**src/rtl/shift_count_register.sv**
```systemverilog
// Accumulator / program counter / shift register: hold, load, inc, dec, shift, rotate; 1-cycle latency.
// No backpressure: clock_enable low freezes q and carry; clear is asynchronous and overrides everything.
module shift_count_register #(
  parameter int                WIDTH       = 8,
  parameter logic [WIDTH-1:0]  RESET_VALUE = '0
) (
  input  logic             clock,
  input  logic             clear,
  input  logic             clock_enable,
  input  logic [2:0]       mode,
  input  logic [WIDTH-1:0] d,
  input  logic             serial_in,
  output logic [WIDTH-1:0] q,
  output logic             carry,
  output logic             zero
);

  typedef enum logic [2:0] {
    MODE_HOLD = 3'd0,
    MODE_LOAD = 3'd1,
    MODE_INC  = 3'd2,
    MODE_DEC  = 3'd3,
    MODE_SHL  = 3'd4,
    MODE_SHR  = 3'd5,
    MODE_ROL  = 3'd6,
    MODE_ROR  = 3'd7
  } mode_t;

  logic [WIDTH-1:0] q_nxt;
  logic             carry_nxt;

  always_comb begin
    q_nxt     = q;
    carry_nxt = carry;
    case (mode_t'(mode))
      MODE_HOLD: begin
        q_nxt     = q;
        carry_nxt = carry;
      end
      MODE_LOAD: begin
        q_nxt     = d;
        carry_nxt = 1'b0;
      end
      // Carry out of the WIDTH+1 bit sum is exactly the all-ones wrap.
      MODE_INC: {carry_nxt, q_nxt} = {1'b0, q} + {{WIDTH{1'b0}}, 1'b1};
      MODE_DEC: begin
        q_nxt     = q - {{(WIDTH-1){1'b0}}, 1'b1};
        carry_nxt = (q == '0);
      end
      MODE_SHL: begin
        q_nxt     = {q[WIDTH-2:0], serial_in};
        carry_nxt = q[WIDTH-1];
      end
      MODE_SHR: begin
        q_nxt     = {serial_in, q[WIDTH-1:1]};
        carry_nxt = q[0];
      end
      MODE_ROL: begin
        q_nxt     = {q[WIDTH-2:0], q[WIDTH-1]};
        carry_nxt = q[WIDTH-1];
      end
      MODE_ROR: begin
        q_nxt     = {q[0], q[WIDTH-1:1]};
        carry_nxt = q[0];
      end
      default: begin
        q_nxt     = q;
        carry_nxt = carry;
      end
    endcase
  end

  always_ff @(posedge clock or posedge clear) begin
    if (clear) begin
      q     <= RESET_VALUE;
      carry <= 1'b0;
    end else if (clock_enable) begin
      q     <= q_nxt;
      carry <= carry_nxt;
    end
  end

  assign zero = (q == '0);

endmodule
```
**config.mk**
```make
export PLATFORM = sky130hd
export DESIGN_NAME = shift_count_register
export DESIGN_NICKNAME = d
export VERILOG_FILES = /design/src/rtl/shift_count_register.sv
export SDC_FILE = /design/constraint.sdc
export NUM_CORES = 1
export LEC_CHECK = 0
export ABC_AREA = 1
export BUFFER_PORTS_ARGS = -buffer_cell sky130_fd_sc_hd__buf_2
export CAP_MARGIN = 15
export CELL_PAD_IN_SITES_DETAIL_PLACEMENT = 1
export CELL_PAD_IN_SITES_GLOBAL_PLACEMENT = 2
export CORE_ASPECT_RATIO = 0.6
export CORE_MARGIN = 2
export CORE_UTILIZATION = 29
export CTS_BUF_LIST = sky130_fd_sc_hd__clkbuf_4 sky130_fd_sc_hd__clkbuf_8 sky130_fd_sc_hd__clkbuf_16
export DETAILED_ROUTE_END_ITERATION = 12
export PLACE_DENSITY = 0.88
export REMOVE_ABC_BUFFERS = 1
export SYNTH_ARGS = -nofsm -noshare
export SYNTH_HDL_FRONTEND = slang
export SYNTH_SLANG_ARGS = --single-unit
```
**constraint.sdc**
```tcl
create_clock -name clock -period 2 [get_ports clock]
set_input_delay 0.3 -clock clock [delete_from_list [all_inputs] [get_ports clock]]
set_output_delay 0.3 -clock clock [all_outputs]
set_load 0.01 [all_outputs]
```
==> results by group, run 1 <==
Global routing
  – Number of global-route vias before repair: 1,280
  – Largest net degree at the start of global routing: 12
  – Total global routing overflow: 0
  – Initial antenna violation count: 0
  – GR Util All Layers: 20.97%
  – First-pass GRT wire length: around 6500 um

Yosys
  – Yosys warnings: 0
  – Synth Instances: 173
  – Async SR Flop Fraction: 100.0%
  – Synth unique cells: 28
  – Top-count cell post-synth: nand2_1
  – Post-synthesis sequential area ratio: about 22%
  – Synthesized flop and latch total: 9
  – Post-synth EDFFs: 0
  – Synth top area share: 21.58%
  – Top post-synthesis cells by count: nand2_1 (49), nand3_1 (25), inv_1 (17), nor2_1 (15), o21ai_0 (11)
  – Synth Cell Area: around 1000 um^2
  – Top FF cell, synth: dfrtp_1
  – Avg Synthesized Cell Area: 6.032 um^2
  – Yosys top cell by area: dfrtp_1
  – Largest cells by area after synthesis: dfrtp_1 (22%), nand2_1 (18%), nand3_1 (12%)

Clocking
  – Hold buffer count at cts: 0
  – # clock sinks: 9
  – Clk_lat worst skew: 240 ps
  – Clk buf depth: 2
  – CTS Root Cell: clkbuf_8
  – Setup Buffers After CTS: 0
  – CTS buffer count: 3
  – CTS tree: yes
  – CTS resizes: 0
  – H-tree depth: 1
  – Clock-pin slew on the worst setup and hold paths: 50 ps

Die
  – Rows: 16
  – Die H: 50.47 um
  – Std-Cell Core Area: 3343 um^2
  – Die width: about 80 um
  – Die area: 4110 um^2
  – Initial Util: between 30% and 40%
  – Io pins: 25

Critical path
  – Worst-path fanout max: 11
  – Crit path kind: reg2out
  – CP peak stage delay: 520 ps
  – Critical path's slowest cell: dfrtp_1
  – Worst EP arrival: 1590 ps
  – CP Capture Type: output port
  – CP Launch Type: register
  – Crit path cell chain: inv_2, nand2_1, nor2_1, and3_1, buf_2
  – Crit path max-delay family: flip-flops
  – Crit path required time: 1700 ps
  – Buf/Inv on CP: 2

STA
  – Relative slew margins: slightly above 70%
  – Final Hold Viols: 0
  – Fmax: 528.2 MHz
  – Unrepaired setup endpoints after global routing: no
  – Slew Limit Fails: 0
  – Number of setup violations in the final report: 0
  – Tcrit/Tclk final: 94.65%
  – Worst-Margin Slew: 417.5 ps
  – Final Skew: approximately 5.7 ps
  – Min Clock Period, post-route: 1893 ps
  – Setup tns final: 0 ps
  – Post-route setup slack: 106.9 ps

Drt
  – Antenna Violating Nets Remaining: 0
  – Routed wire per std cell: 15.91 um
  – DRC viols: 0
  – Routed vias: roughly 1,300
  – DRT iter0 DRCs: 74
  – Via density: 5.287
  – Post-Route WL: 3881 um
  – 1st-pass router iterations: 4

Power and ir drop
  – PD cells: 751.3 nW/um^2
  – Leakage: 0.6677 nW
  – Peak supply drop: 0.0003216 V

Run status
  – Status: complete, no violations

Run
  – MaxCap Viol Count: 0

Placement
  – PortBufs: 24
  – GPL Wtd Cong: 0.8861
  – Dpl ws: approximately 400 ps
  – Cells after DPL: 240
  – Detailed Place HPWL: ~3200 um

Finish
  – Final std cells w/o fill: 244
  – Layout cells sized above 1: between 20% and 30%
  – Layout area overhead: 20.62%
  – Layout Nets: 218
  – Antenna Cells: 0

Hold path
  – Worst min path class: in2async
logic make-up (layout without fill, tap and decap cells):
family / after synthesis / in the layout / synth area share [%]
compound gates: 32 / 32 / 18.58
xor+xnor: 2 / 2 / 1.679
fa+ha+maj: 3 / 3 / 3.598
buf+inv: 27 / 53 / 10.31
flops: 9 / 9 / 21.58
simple gates: 100 / 100 / 44.25
through the flow:
| stage | util (%) | hold slack [ps] | area [um^2] | total power [W] |
|---|---|---|---|---|
| floorplan | - | 127.9 | 1026 | 0.0005348 |
| global placement | 36.19 | 298.2 | 1210 | 0.0006887 |
| detailed placement | 36.19 | 297.0 | 1210 | 0.0007014 |
| CTS | 37.65 | 36.81 | 1259 | 0.0009425 |
| global route | 37.65 | 52.42 | 1259 | 0.001019 |
| finish | 37.65 | 26.38 | 1259 | 0.0009456 |
flip-flops by register name, indices dropped and copies added (netlist names):
register  cells
carry         1
q             8
metal layers:
layer | share of wire (%) | global-route usage (%) | up-vias
met5 | 0 | 0 | -
met4 | 1.8 | 7.910 | 0
met3 | 7.5 | 5.036 | 7
met2 | 41 | 29.23 | 47
met1 | 50 | 30.68 | 615
li1 | - | - | 621
area by class of cell:
type / instances / area [um^2]
multi-input combinational: 137 / 710.7
inverter: 24 / 90.09
sequential: 9 / 225.2
clock buffer: 4 / 48.80
timing repair buffer: 25 / 127.6
tap: 45 / 56.30
fill: 468 / 2085
cells in the final DEF, fill, tap and decap left out, drive strengths merged:
cell type   n
o22ai       3
nor2       15
nor3        2
nand3b      1
buf        25
nand4       2
xor2        2
and3        1
a211oi      1
clkbuf      4
nand3      26
nand2      52
ha          3
or2         1
o21ai      20
dfrtp       9
a21oi       7
inv        24
a31oi       1
path summary, 6_finish.rpt:
| path | to | cells after the start | slack, ps | from |
|---|---|---|---|---|
| max | zero | 5 | 110 | q[3] |
| min | q[4] | 2 | 30 | clear |
| max reg2reg | q[4] | 8 | 410 | q[0] |
| min reg2reg | carry | 2 | 490 | carry |
| max in group asynchronous | q[2] | 2 | 1690 | clear |
| min in group clock | q[0] | 3 | 390 | d[0] |
power breakdown:
part | switching (W) | internal [W] | total, W
Clock | 0.0000851 | 0.000154 | 0.000239
Sequential | 0.0000761 | 0.000215 | 0.000291
Combinational | 0.000274 | 0.000141 | 0.000416
Total | 0.000435 | 0.000510 | 0.000946
Power figures use the tool's default switching activity.
==> run 2, diff against run 1 <==
--- a/config.mk
+++ b/config.mk
@@ -5,17 +5,17 @@
 export SDC_FILE = /design/constraint.sdc
 export NUM_CORES = 1
 export LEC_CHECK = 0
-export ABC_AREA = 1
 export BUFFER_PORTS_ARGS = -buffer_cell sky130_fd_sc_hd__buf_2
 export CAP_MARGIN = 15
 export CELL_PAD_IN_SITES_DETAIL_PLACEMENT = 1
 export CELL_PAD_IN_SITES_GLOBAL_PLACEMENT = 2
 export CORE_ASPECT_RATIO = 0.6
 export CORE_MARGIN = 2
-export CORE_UTILIZATION = 29
+export CORE_UTILIZATION = 31
 export CTS_BUF_LIST = sky130_fd_sc_hd__clkbuf_4 sky130_fd_sc_hd__clkbuf_8 sky130_fd_sc_hd__clkbuf_16
+export CTS_CLUSTER_DIAMETER = 200
 export DETAILED_ROUTE_END_ITERATION = 12
-export PLACE_DENSITY = 0.88
+export PLACE_DENSITY = 0.87
 export REMOVE_ABC_BUFFERS = 1
 export SYNTH_ARGS = -nofsm -noshare
 export SYNTH_HDL_FRONTEND = slang
==> run 2 against run 1 <==
Against the previous run: flip-flop and latch count unchanged; largest cell class unchanged; final cell count decreased by 20%; critical path type unchanged; synthesized cell count decreased by 27%; global-route usage increased by 0.25 points; count of clock-buffer cells in the layout decreased by 1; wire length decreased by 13%; largest power group unchanged; first-iteration DRC count increased by 2.7%; final area decreased by 5.5%.
==> results by group, run 2 <==
Critical path
  – Worst-path fanout max: 3 (was 11)
  – CP Capture Type: output port (unchanged)
  – Critical path's slowest cell: or4_4 (was dfrtp_1)
  – Crit path max-delay family: simple AND/OR/NAND/NOR gates (was flip-flops)
  – CP Launch Type: register (unchanged)
  – CP peak stage delay: 570 ps (was 520 ps)
  – Crit path required time: 1700 ps (about the same)
  – Crit path kind: reg2out (unchanged)
  – Worst EP arrival: 1620 ps (was 1590 ps)
  – Crit path cell chain: or4_4, nor4b_4, buf_2 (was inv_2, nand2_1, nor2_1, and3_1, buf_2)
  – Buf/Inv on CP: 1 (was 2)

Finish
  – Flip-flop and latch area: 225.2 um^2 (unchanged)
  – Layout area overhead: 24.97% (was 20.62%)
  – Largest regs: q (8), carry (1) (unchanged)
  – Final Core Density: 41.17% (was 37.65%)
  – Max reg flops: 8 (unchanged)
  – Most frequent cells in the layout: buf_2 (24), nand2_1 (16), buf_4 (10) (was nand2_1 (49), nand3_1 (25), buf_2 (24))
  – Top reg by flops: q (unchanged)
  – Multi-input gate area: 644.4 um^2 (was 710.7 um^2)
  – Commonest non-fill, non-tap cell in the layout: buf_2 (was nand2_1)
  – Layout Nets: 172 (was 218)
  – Post-route cell area: 1190 um^2 (was 1259 um^2)
  – Layout cells sized above 1: 28.10% (was 22.61%)
  – Fillers: 394 (was 468)
  – Antenna Cells: 0 (unchanged)

Die
  – Rows: 15 (was 16)
  – Die area: 3546 um^2 (was 4110 um^2)
  – Die H: 46.93 um (was 50.47 um)
  – Die width: 75.55 um (was 81.44 um)
  – Io pins: 25 (unchanged)
  – Std-Cell Core Area: 2890 um^2 (was 3343 um^2)
  – Initial Util: 32.94% (was 31.21%)

Yosys
  – Synthesized flop and latch total: 9 (unchanged)
  – Post-synth EDFFs: 0 (unchanged)
  – Compound-Gate Fraction of Synth Area: 31.67% (was 18.59%)
  – Avg Synthesized Cell Area: 7.557 um^2 (was 6.032 um^2)
  – Yosys warnings: 0 (unchanged)
  – Yosys top cell by area: dfrtp_1 (unchanged)
  – Post-synthesis sequential area ratio: 23.65% (was 21.58%)
  – Synth top area share: 23.65% (was 21.58%)
  – Multiplexer share of the synthesized area: 3.154% (was 0%)
  – Main combinational cell family by area after synthesis: compound AO/OA/AOI/OAI gates (was simple AND/OR/NAND/NOR gates)
  – Largest cells by area after synthesis: dfrtp_1 (24%), nand2_1 (6.3%), o21ai_0 (4.7%) (was dfrtp_1 (22%), nand2_1 (18%), nand3_1 (12%))
  – Simple-Gate Fraction of Synth Area: 26.15% (was 44.24%)
  – Top post-synthesis cells by count: nand2_1 (16), dfrtp_1 (9), o21ai_0 (9), nor2_1 (8), nand3_1 (7) (was nand2_1 (49), nand3_1 (25), inv_1 (17), nor2_1 (15), o21ai_0 (11))
  – Top FF cell, synth: dfrtp_1 (unchanged)
  – Synth unique cells: 45 (was 28)
  – Synth Instances: 126 (was 173)
  – Adder-cell share of the synthesized area: 3.942% (was 3.597%)
  – Top-count cell post-synth: nand2_1 (unchanged)
  – Post-Synth XOR/XNOR Area: 2.760% (was 1.679%)
  – Async SR Flop Fraction: 100.0% (unchanged)
  – Synth Cell Area: 952.2 um^2 (was 1044 um^2)

Global routing
  – Met3 Use GR: 4.506% (was 5.036%)
  – GR Util All Layers: 21.21% (was 20.97%)
  – Met2 Track Usage GR: 31.83% (was 29.23%)
  – Met1 Track Usage GR: 31.87% (was 30.68%)
  – GRT busiest layer: met1 (unchanged)
  – Largest net degree at the start of global routing: 16 (was 12)
  – First-pass GRT wire length: 5464 um (was 6465 um)
  – Total global routing overflow: 0 (unchanged)
  – Number of global-route vias before repair: 1,094 (was 1,280)
  – Initial antenna violation count: 0 (unchanged)

Placement
  – GPL Wtd Cong: 0.8328 (was 0.8861)
  – PortBufs: 24 (unchanged)
  – Detailed Place HPWL: 2603 um (was 3206 um)
  – Dpl ws: 302.7 ps (was 401.4 ps)
  – DP Area: 1144 um^2 (was 1210 um^2)

STA
  – Final Skew: 7.027 ps (was 5.682 ps)
  – Slew Limit Fails: 0 (unchanged)
  – Fmax: 520.8 MHz (was 528.2 MHz)
  – Min Clock Period, post-route: 1920 ps (was 1893 ps)
  – Number of setup violations in the final report: 0 (unchanged)
  – Worst-Margin Slew: 461.0 ps (was 417.5 ps)
  – Setup tns final: 0 ps (unchanged)
  – Unrepaired setup endpoints after global routing: no (unchanged)
  – Relative slew margins: 69.06% (was 72.08%)
  – Final Hold Viols: 0 (unchanged)
  – Post-route setup slack: 79.81 ps (was 106.9 ps)
  – Tcrit/Tclk final: 96.01% (was 94.65%)

Power and ir drop
  – Reg power frac: 29.4% (was 30.8%)
  – Overall power: 0.0008827 W (was 0.0009456 W)
  – Switching share of power: 41.08% (was 46.05%)
  – Clk pwr share: 25.4% (was 25.2%)
  – PD cells: 741.9 nW/um^2 (was 751.3 nW/um^2)
  – Leakage: 0.5236 nW (was 0.6677 nW)
  – Comb pwr share: 45.2% (was 43.9%)
  – Peak supply drop: 0.0002373 V (was 0.0003216 V)
  – Int Power: 0.0005201 W (was 0.0005102 W)
  – P_sw: 0.0003626 W (was 0.0004355 W)

Drt
  – Routed vias: 1,121 (was 1,290)
  – Post-Route WL: 3392 um (was 3881 um)
  – 1st-pass router iterations: 4 (unchanged)
  – DRC viols: 0 (unchanged)
  – Via density: 5.749 (was 5.287)
  – DRT iter0 DRCs: 76 (was 74)
  – Routed wire per std cell: 17.39 um (was 15.91 um)
  – Antenna Violating Nets Remaining: 0 (unchanged)

Clocking
  – Hold buffer count at cts: 0 (unchanged)
  – H-tree depth: 1 (unchanged)
  – Clock-pin slew on the worst setup and hold paths: 50 ps (about the same)
  – CTS buffer count: 3 (unchanged)
  – CTS Root Cell: clkbuf_8 (unchanged)
  – Clk buf depth: 2 (unchanged)
  – # clock sinks: 9 (unchanged)
  – Setup Buffers After CTS: 0 (unchanged)
  – Clk_lat worst skew: 240 ps (about the same)
  – CTS tree: yes (unchanged)

Run
  – MaxCap Viol Count: 0 (unchanged)

Hold path
  – Worst min path class: in2async (unchanged)

Run status
  – Status: complete, no violations (unchanged)
-- run 2: cell count changes after synthesis, sizes merged, moves of 4 or more --
cell / previous run / this run
nand2: 52 / 16
nand3: 26 / 7
inv: 24 / 7
o21ai: 20 / 12
nor2: 15 / 8
clkbuf: 0 / 5
nand2b: 0 / 4
-- run 2: worst register-to-register path: cells and delay by family, from the launching register on --
family | cells | cell delay, ps
AND/OR/NAND/NOR | 2 | 760
XOR/XNOR | 1 | 110
AO/OA/AOI/OAI | 2 | 300
flip-flops | 1 | 380
-- run 2: through the flow --
step / hold WS (ps) / cells
global placement: 284.4 / 191
global route: 48.98 / 195
CTS: 40.15 / 195
floorplan: 127.9 / 115
detailed placement: 299.6 / 191
finish: 28.87 / 195
-- run 2: cell families after synthesis --
group                    Yosys count
flip-flops                         9
AO/OA/AOI/OAI                     44
XOR/XNOR                           3
adder cells (fa/ha/maj)            3
multiplexers                       3
AND/OR/NAND/NOR                   46
buffers and inverters             18
-- run 2: final cells by class --
type | instances | area share, %
Clock buffer | 3 | 3.470
Sequential cell | 9 | 18.93
Tap cell | 42 | 4.416
Clock inverter | 1 | 0.4206
Inverter | 7 | 2.208
Multi-Input combinational cell | 99 | 54.15
Timing Repair Buffer | 34 | 16.40
-- run 2: metal layers --
layer | part of all wire (%) | routed length, um | vias up
met1 | 50 | 1694 | 555
li1 | - | - | 523
met5 | 0 | 0 | -
met3 | 6.8 | 230 | 0
met2 | 43 | 1467 | 43
met4 | 0 | 0 | 0
-- run 2: what timing repair did --
item,4_1_cts,5_1_grt
hold endpoints to repair,0,0
setup endpoints to repair,0,1
resized for setup,0,0
-- run 2: path summary, 6_finish.rpt --
kind,start,depth (start not counted),slack (ps),endpoint
hold reg to reg,carry,2,520,carry
setup reg to reg,q[4],5,330,q[7]
min in group clock,d[6],3,390,q[6]
setup / recovery,q[4],3,80,zero
max in group asynchronous,clear,2,1690,q[5]
hold / removal,clear,2,30,q[7]
-- run 2: power groups by stage --
| stage | clock network [W] | registers, W | logic [W] |
|---|---|---|---|
| 6_report | 0.000224 | 0.000259 | 0.000399 |
| 5_1_grt | 0.000241 | 0.000263 | 0.000443 |
| 4_1_cts | 0.000227 | 0.000258 | 0.000399 |
| 3_5_place_dp | 0 | 0.000262 | 0.000396 |
| 3_3_place_gp | 0 | 0.000258 | 0.000382 |
| 2_1_floorplan | 0 | 0.000300 | 0.000170 |
